--- config.mk ---
export PLATFORM = sky130hd
export DESIGN_NAME = lpm_ctrl
export DESIGN_NICKNAME = d
export VERILOG_FILES = /design/src/rtl/lpm_pkg.sv /design/src/rtl/lpm_ctrl.sv
export SDC_FILE = /design/constraint.sdc
export NUM_CORES = 1
export LEC_CHECK = 0
export ABC_AREA = 1
export ABC_CLOCK_PERIOD_IN_PS = 1700
export CORE_AREA = 3 3 40 42
export DETAILED_ROUTE_END_ITERATION = 10
export DIE_AREA = 0 0 43 45
export PLACE_DENSITY = 0.73
export SLEW_MARGIN = 20
export SYNTH_ARGS = -nofsm -noshare
export SYNTH_HDL_FRONTEND = slang
export SYNTH_SLANG_ARGS = --single-unit
--- constraint.sdc ---
create_clock -name mclk -period 1.7 [get_ports mclk]
set_input_delay 0.34 -clock mclk [delete_from_list [all_inputs] [get_ports mclk]]
set_output_delay 0.34 -clock mclk [all_outputs]
set_load 0.03 [all_outputs]
--- src/rtl/lpm_pkg.sv ---
// Shared low-power-mode constants: LPM state encoding, lpm_mode bit positions,
// and the clock-module control bit defines these requests feed.
package lpm_pkg;

    typedef enum logic [1:0] {
        LPM_ACTIVE = 2'd0,
        LPM_ENTER  = 2'd1,
        LPM_SLEEP  = 2'd2,
        LPM_WAKE   = 2'd3
    } lpm_state_e;

    // lpm_mode bit positions
    localparam int SCG1_BIT   = 0;
    localparam int OSCOFF_BIT = 1;

    // clock-module control register bit defines
    localparam int CLK_CPUOFF_BIT = 4;
    localparam int CLK_OSCOFF_BIT = 5;
    localparam int CLK_SCG0_BIT   = 6;
    localparam int CLK_SCG1_BIT   = 7;

    function automatic logic mode_scg1(input logic [1:0] mode);
        return mode[SCG1_BIT];
    endfunction

    function automatic logic mode_oscoff(input logic [1:0] mode);
        return mode[OSCOFF_BIT];
    endfunction

endpackage

--- src/rtl/lpm_ctrl.sv ---
// Low-power-mode sequencer: gates the CPU clock, requests SMCLK/LFXT shutdown
// while asleep, and holds the CPU off for a fixed settle time after wake-up.
//
// state  | meaning
// ACTIVE | CPU running, clocks on
// ENTER  | sleep requested, waiting for the bus to drain
// SLEEP  | CPU stopped, latched lpm_mode drives scg1/oscoff
// WAKE   | clocks restarting, CPU held off for WAKE_CYC cycles
module lpm_ctrl
    import lpm_pkg::*;
#(
    parameter int WAKE_CYC = 4,
    parameter int CNT_W    = 4
) (
    input  logic       mclk,
    input  logic       puc_n,
    input  logic       sleep_req,
    input  logic [1:0] lpm_mode,
    input  logic       bus_idle,
    input  logic       wkup,
    input  logic       dbg_wkup,
    output logic       mclk_en,
    output logic       scg1,
    output logic       oscoff,
    output logic       sleeping,
    output logic       wake_pulse,
    output logic [1:0] lpm_state
);

    localparam logic [CNT_W-1:0] WAKE_LOAD = CNT_W'(WAKE_CYC - 1);

    lpm_state_e       state_q;
    lpm_state_e       state_d;
    logic [CNT_W-1:0] cnt_q;
    logic [CNT_W-1:0] cnt_d;
    logic [1:0]       mode_q;
    logic [1:0]       mode_d;
    logic             wake_req;

    logic             mclk_en_d;
    logic             scg1_d;
    logic             oscoff_d;
    logic             sleeping_d;
    logic             wake_pulse_d;

    assign wake_req = wkup | dbg_wkup;

    always_ff @(posedge mclk) begin
        if (!puc_n) begin
            state_q <= LPM_ACTIVE;
            cnt_q   <= '0;
            mode_q  <= 2'b00;
        end else begin
            state_q <= state_d;
            cnt_q   <= cnt_d;
            mode_q  <= mode_d;
        end
    end

    always_comb begin
        state_d = state_q;
        cnt_d   = cnt_q;
        mode_d  = mode_q;
        case (state_q)
            LPM_ACTIVE: begin
                if (sleep_req && !wake_req) begin
                    state_d = LPM_ENTER;
                end
            end
            LPM_ENTER: begin
                // a pending wake beats a drained bus
                if (wake_req) begin
                    state_d = LPM_ACTIVE;
                end else if (bus_idle) begin
                    state_d = LPM_SLEEP;
                    mode_d  = lpm_mode;
                end
            end
            LPM_SLEEP: begin
                if (wake_req) begin
                    state_d = LPM_WAKE;
                    cnt_d   = WAKE_LOAD;
                end
            end
            LPM_WAKE: begin
                if (cnt_q == '0) begin
                    state_d = LPM_ACTIVE;
                end else begin
                    cnt_d = cnt_q - 1'b1;
                end
            end
            default: begin
                state_d = LPM_ACTIVE;
            end
        endcase
    end

    // outputs are decoded from the next state so they register alongside it
    always_comb begin
        mclk_en_d    = 1'b1;
        scg1_d       = 1'b0;
        oscoff_d     = 1'b0;
        sleeping_d   = 1'b0;
        wake_pulse_d = 1'b0;
        case (state_d)
            LPM_SLEEP: begin
                mclk_en_d  = 1'b0;
                scg1_d     = mode_scg1(mode_d);
                oscoff_d   = mode_oscoff(mode_d);
                sleeping_d = 1'b1;
            end
            LPM_WAKE: begin
                mclk_en_d = 1'b0;
            end
            LPM_ACTIVE: begin
                wake_pulse_d = (state_q == LPM_WAKE);
            end
            default: begin
                mclk_en_d = 1'b1;
            end
        endcase
    end

    always_ff @(posedge mclk) begin
        if (!puc_n) begin
            mclk_en    <= 1'b1;
            scg1       <= 1'b0;
            oscoff     <= 1'b0;
            sleeping   <= 1'b0;
            wake_pulse <= 1'b0;
        end else begin
            mclk_en    <= mclk_en_d;
            scg1       <= scg1_d;
            oscoff     <= oscoff_d;
            sleeping   <= sleeping_d;
            wake_pulse <= wake_pulse_d;
        end
    end

    assign lpm_state = state_q;

endmodule

==> reports/metrics.cfg, run 1 <==
[clock_tree]
clockBufferDepth = 2
clk_pin_slew_ns = 0.08
clk_root_buffer_cell = clkbuf_4
cts-htree-levels = 1
numCtsBuffers = 3
cts_tree = done
cts_resized = 1
insertion_delay_ns = 0.28
holdBufCountCts = 0
cts_setup_buffers = 0
cts.sinks = 13

[timing]
holdWs_ns = 0.4976
tns_ns = 0
max_freq_ghz = 0.6197
skew_ns = 0.003316
period_minus_slack_ns = 1.614
finalHoldViolations = 0
maxSlewViolCount = 0
rsz0062_at_grt = false
worst_slew_pin_slew_ns = 0.3116
finalSetupViolCount = 0
finalCritPeriodShare = 0.9492
max_slew_margin = 0.7916

[logic_synthesis]
synth.area.top_cells = dfxtp_1 (45%), nand2_1 (11%), inv_1 (9.1%)
syn_avg_cell_area_um2 = 7.349
postSynthCellCount = 79
ys_types = 17
ys.flop_type = dfxtp_1
ys_ff_latch = 13
synth_edf_count = 0
synthTopCellsByCount = nand2_1 (17), inv_1 (14), dfxtp_1 (13)
async_flop_share = 0
ys_seq_area_frac = 0.4483
synth_warnings = 0
synth_most_common_cell = nand2_1
synth.largest_area_cell = dfxtp_1
syn_area_um2 = 580.6
synth_top_area_share = 0.4483
syn_nets = 88

[placement]
gp_congestion = 0.7479
port_buffers = 14
dp_hpwl_um = 875.5

[floorplanning]
core.rowCount = 13
die_width_um = 43
die_area_um2 = 1935
die_y_um = 45
io_pins = 15
core_area_um2 = 1285
initial_utilization = 0.4518

[drt]
dr.pass1.iters = 4
drt-total-wl_mm = 1.096
viasPerCell = 4.743
wl_per_cell_um = 9.699
drt_iter0_drc = 14
drc = 0
vias = 536
ant_nets = 0

[worst_setup_path]
ff2ff_setup_slack_ns = 0.38
crit_arrival_ns = 1.27
end_kind = primary output
crit_type = flip-flop to primary output
cpPeakStageDelay_ns = 0.67
crit_chain = clkdlybuf4s50_1
cp_num_buf_inv = 1
regToRegStartpoint = cnt_q[0]$_SDFFE_PN0P_
cp_max_fo = 2
rr_endpoint = cnt_q[2]$_SDFFE_PN0P_
crit_family = buffers and inverters
crit_path_top_delay_cell = clkdlybuf4s50_1
cp.required_ns = 1.36
rr_worst_depth = 6
critPathLaunchType = flip-flop

[worst_hold_path]
hp-start = cnt_q[1]$_SDFFE_PN0P_
worstHoldPathCells = 2
hp-class = flip-flop to flip-flop
hold_path_end = cnt_q[1]$_SDFFE_PN0P_

[power]
ir_drop_mv = 0.4276
power_density_nw_per_um2 = 705.7
p_leak_nw = 0.3525

[finish]
area_growth_pct = 32.97
nFillCells = 124
drive_gt1_frac = 0.1327
antennaDiodeCount = 0
nets = 108

[grt]
first_global_vias = 511
grt_max_degree = 8
antenna_found_initial = 0
gr-total-overflow = 0
grt_first_pass_wirelength_mm = 1.959
grt.total_usage = 0.1357

[outcome]
status = finished clean

[run]
cap_viol_max_count = 0

## area by class of cell
cell class                      count  area, um^2  share of cell area
Tap cell                           15       18.77             0.02431
Timing Repair Buffer               15       146.4              0.1896
Multi-Input combinational cell     51       264.0              0.3420
Inverter                           15       56.30             0.07293
Sequential cell                    13       260.3              0.3371
Clock buffer                        4       26.28             0.03404
## worst max path at each step
stage	startpoint	endpoint	cells past startpoint
floorplan	lpm_state[1]$_SDFF_PN0_	sleeping$_SDFF_PN0_	7
global placement	dbg_wkup	sleeping$_SDFF_PN0_	6
detailed placement	dbg_wkup	scg1$_SDFF_PN0_	6
CTS	lpm_state[1]$_SDFF_PN0_	lpm_state[1]	1
global route	lpm_state[1]$_SDFF_PN0_	lpm_state[1]	1
finish	lpm_state[1]$_SDFF_PN0_	lpm_state[1]	1
## routing by layer
metal	share of wire	routed length (um)	up-vias	track usage
met5	0	0	-	0
met4	0.026	28	0	0.07229
met3	0.072	79	5	0.03984
met2	0.42	464	18	0.2216
met1	0.48	523	227	0.1618
li1	-	-	286	-
## power by group
part	internal (mW)	total (mW)	switching [mW]	leakage, nW
Sequential	0.307	0.308	0.00159	0.105
Combinational	0.0231	0.0458	0.0227	0.233
Clock	0.0910	0.191	0.0998	0.0150
Total	0.421	0.545	0.124	0.353
## cells by family (layout without fill, tap and decap cells)
group,after synthesis,count (layout),synth area share
AOI/OAI and AO/OA,9,9,0.07758
and+or+nand+nor,41,41,0.3556
buffers and inverters,15,34,0.09698
DFF,13,13,0.4483
adders and majority gates,1,1,0.02155
## state kept, by name, indices dropped and copies added (netlist names)
signal / count
mode_q: 2
mclk_en: 1
wake_pulse: 1
scg1: 1
oscoff: 1
cnt_q: 4
lpm_state: 2
sleeping: 1
## metrics by stage
step / instances / cell area, um^2 / util / power (mW) / setup slack [ns]
after floorplan: 79 / 580.6 / - / 0.3373 / 0.4168
after global placement: 109 / 747.0 / 0.5813 / 0.3617 / 0.1192
after detailed placement: 109 / 747.0 / 0.5813 / 0.3622 / 0.1187
after CTS: 113 / 772.0 / 0.6008 / 0.5485 / 0.07092
after global routing: 113 / 772.0 / 0.6008 / 0.5663 / 0.03328
final: 113 / 772.0 / 0.6008 / 0.5448 / 0.08635
## cell usage in the layout (no fill, tap or decap)
master and n:
clkbuf_1 1, nor2_2 1, inv_1 14, nand2_1 17, a21oi_1 6, or2_2 1
o21ai_0 3, nand3_1 4, nor3_1 2, ha_1 1, nor3_2 2, clkbuf_4 3
clkdlybuf4s50_1 13, buf_4 1, nor2_1 8, nand4_1 2, nand2_4 1, nand2_2 1
nand3_2 2, dlygate4sd2_1 1, inv_2 1, dfxtp_1 13
(Power assumes the default switching activity.)
==> run 2, diff against run 1 <==
- CORE_AREA: 3 3 40 42 -> 2 2 39 41
- DIE_AREA: 0 0 43 45 -> 0 0 41 43
==> reports/metrics.cfg, run 2 (synthesized netlist as in run 1, its figures left out) <==
[clock_tree]
cts_tree = done  ; unchanged
clk_root_buffer_cell = clkbuf_4  ; unchanged
cts-htree-levels = 1  ; unchanged
clockBufferDepth = 2  ; unchanged
insertion_delay_ns = 0.28  ; about the same
holdBufCountCts = 0  ; unchanged
cts.sinks = 13  ; unchanged
cts_resized = 1  ; unchanged
clk_pin_slew_ns = 0.09  ; was 0.08 ns
cts_setup_buffers = 0  ; unchanged
numCtsBuffers = 3  ; unchanged

[finish]
final_common_cell = nand2_1  ; unchanged
nFillCells = 134  ; was 124
regMostFlops = cnt_q  ; unchanged
antennaDiodeCount = 0  ; unchanged
area_growth_pct = 33.19  ; was 32.97%
mostFrequentLayoutCells = nand2_1 (17), inv_1 (14), dfxtp_1 (13), clkdlybuf4s50_1 (13), nor2_1 (8)  ; unchanged
largest_register_ffs = 4  ; unchanged
nets = 108  ; unchanged
drive_gt1_frac = 0.1327  ; unchanged

[worst_setup_path]
crit_start = mclk_en$_SDFF_PN1_  ; was lpm_state[1]$_SDFF_PN0_
crit_path_top_delay_cell = clkdlybuf4s50_1  ; unchanged
cpPeakStageDelay_ns = 0.67  ; about the same
cp_max_fo = 1  ; was 2
crit_type = flip-flop to primary output  ; unchanged
cp_num_buf_inv = 1  ; unchanged
crit_chain = clkdlybuf4s50_1  ; unchanged
critPathLaunchType = flip-flop  ; unchanged
crit_arrival_ns = 1.29  ; was 1.27 ns
end_kind = primary output  ; unchanged
crit_family = buffers and inverters  ; unchanged
regToRegStartpoint = cnt_q[0]$_SDFFE_PN0P_  ; unchanged
cp.required_ns = 1.36  ; about the same

[grt]
first_global_vias = 440  ; was 511
grt.total_usage = 0.1495  ; was 0.1357
grt.busiest_layer = met2  ; unchanged
gr-usage-met1 = 0.1836  ; was 0.1618
grt_first_pass_wirelength_mm = 1.766  ; was 1.959 mm
antenna_found_initial = 0  ; unchanged
grt_use_met3 = 0.03141  ; was 0.03984
gr-total-overflow = 0  ; unchanged
grt_max_degree = 8  ; unchanged
global_route.usage.met2 = 0.2406  ; was 0.2216

[drt]
ant_nets = 0  ; unchanged
vias = 521  ; was 536
viasPerCell = 4.570  ; was 4.743
drt-total-wl_mm = 1.105  ; was 1.096 mm
dr.pass1.iters = 4  ; unchanged
drc = 0  ; unchanged
drt_iter0_drc = 8  ; was 14
wl_per_cell_um = 9.693  ; was 9.699 um

[run]
cap_viol_max_count = 0  ; unchanged

[worst_hold_path]
hp-class = flip-flop to flip-flop  ; unchanged
hp-start = cnt_q[1]$_SDFFE_PN0P_  ; unchanged

[placement]
dp_hpwl_um = 886.4  ; was 875.5 um
gp_congestion = 0.7337  ; was 0.7479
port_buffers = 14  ; unchanged

[floorplanning]
die_area_um2 = 1763  ; was 1935 um^2
core_area_um2 = 1384  ; was 1285 um^2
die_y_um = 43  ; was 45 um
core.rowCount = 14  ; was 13
io_pins = 15  ; unchanged
initial_utilization = 0.4195  ; was 0.4518
die_width_um = 41  ; was 43 um

[power]
p_leak_nw = 0.3525  ; unchanged
ir_drop_mv = 0.3949  ; was 0.4276 mV
power_density_nw_per_um2 = 710.4  ; was 705.7 nW/um^2
finalPower_uw = 549.3  ; was 544.8 uW

[timing]
finalCritPeriodShare = 0.9604  ; was 0.9492
rsz0062_at_grt = false  ; unchanged
max_freq_ghz = 0.6125  ; was 0.6197 GHz
skew_ns = 0.01018  ; was 0.003316 ns
maxSlewViolCount = 0  ; unchanged
max_slew_margin = 0.7966  ; was 0.7916
period_minus_slack_ns = 1.633  ; was 1.614 ns
worst_slew_pin_slew_ns = 0.3042  ; was 0.3116 ns
finalHoldViolations = 0  ; unchanged
tns_ns = 0  ; unchanged
finalSetupViolCount = 0  ; unchanged

[outcome]
status = finished clean  ; unchanged

-- run 2: final cells by class --
cell class	count	area, um^2	area share
sequential	13	260.3	0.3366
inverter	15	56.30	0.07282
tap	16	20.02	0.02589
multi-input combinational	51	264.0	0.3414
timing repair buffer	15	146.4	0.1893
clock buffer	4	26.28	0.03398
-- run 2: metrics by stage --
step / util / instances / worst slack [ns] / hold WS (ns) / instance area (um^2)
global placement: 0.5407 / 110 / 0.1191 / 0.4630 / 748.2
CTS: 0.5588 / 114 / 0.05243 / 0.4852 / 773.2
detailed placement: 0.5407 / 110 / 0.08297 / 0.4735 / 748.2
global route: 0.5588 / 114 / 0.03406 / 0.5031 / 773.2
floorplan: - / 79 / 0.4168 / 0.4470 / 580.6
finish: 0.5588 / 114 / 0.06732 / 0.4798 / 773.2
-- run 2: worst reg2reg max path, delay by kind of cell, from the launching register on --
family          cells  cell delay, ns
simple gates        2            0.36
flops               1            0.33
fa+ha+maj           1            0.24
compound gates      2            0.24
buf+inv             1            0.06
-- run 2: final timing paths --
| kind | endpoint | slack (ns) | cells after the start |
|---|---|---|---|
| setup reg to reg | cnt_q[2]$_SDFFE_PN0P_ | 0.40 | 6 |
| hold reg to reg | cnt_q[1]$_SDFFE_PN0P_ | 0.48 | 2 |
| hold / removal | cnt_q[1]$_SDFFE_PN0P_ | 0.48 | 2 |
| setup / recovery | mclk_en | 0.07 | 1 |
-- run 2: metal layers --
layer	routed length (um)	share of wire
met1	504	0.46
met2	555	0.50
met3	32	0.029
met4	12	0.011
met5	0	0
-- run 2: power by group --
part | internal (mW) | total (mW) | switching, mW
Sequential | 0.307 | 0.308 | 0.00171
Combinational | 0.0231 | 0.0461 | 0.0230
Clock | 0.0909 | 0.195 | 0.104
Total | 0.421 | 0.549 | 0.129
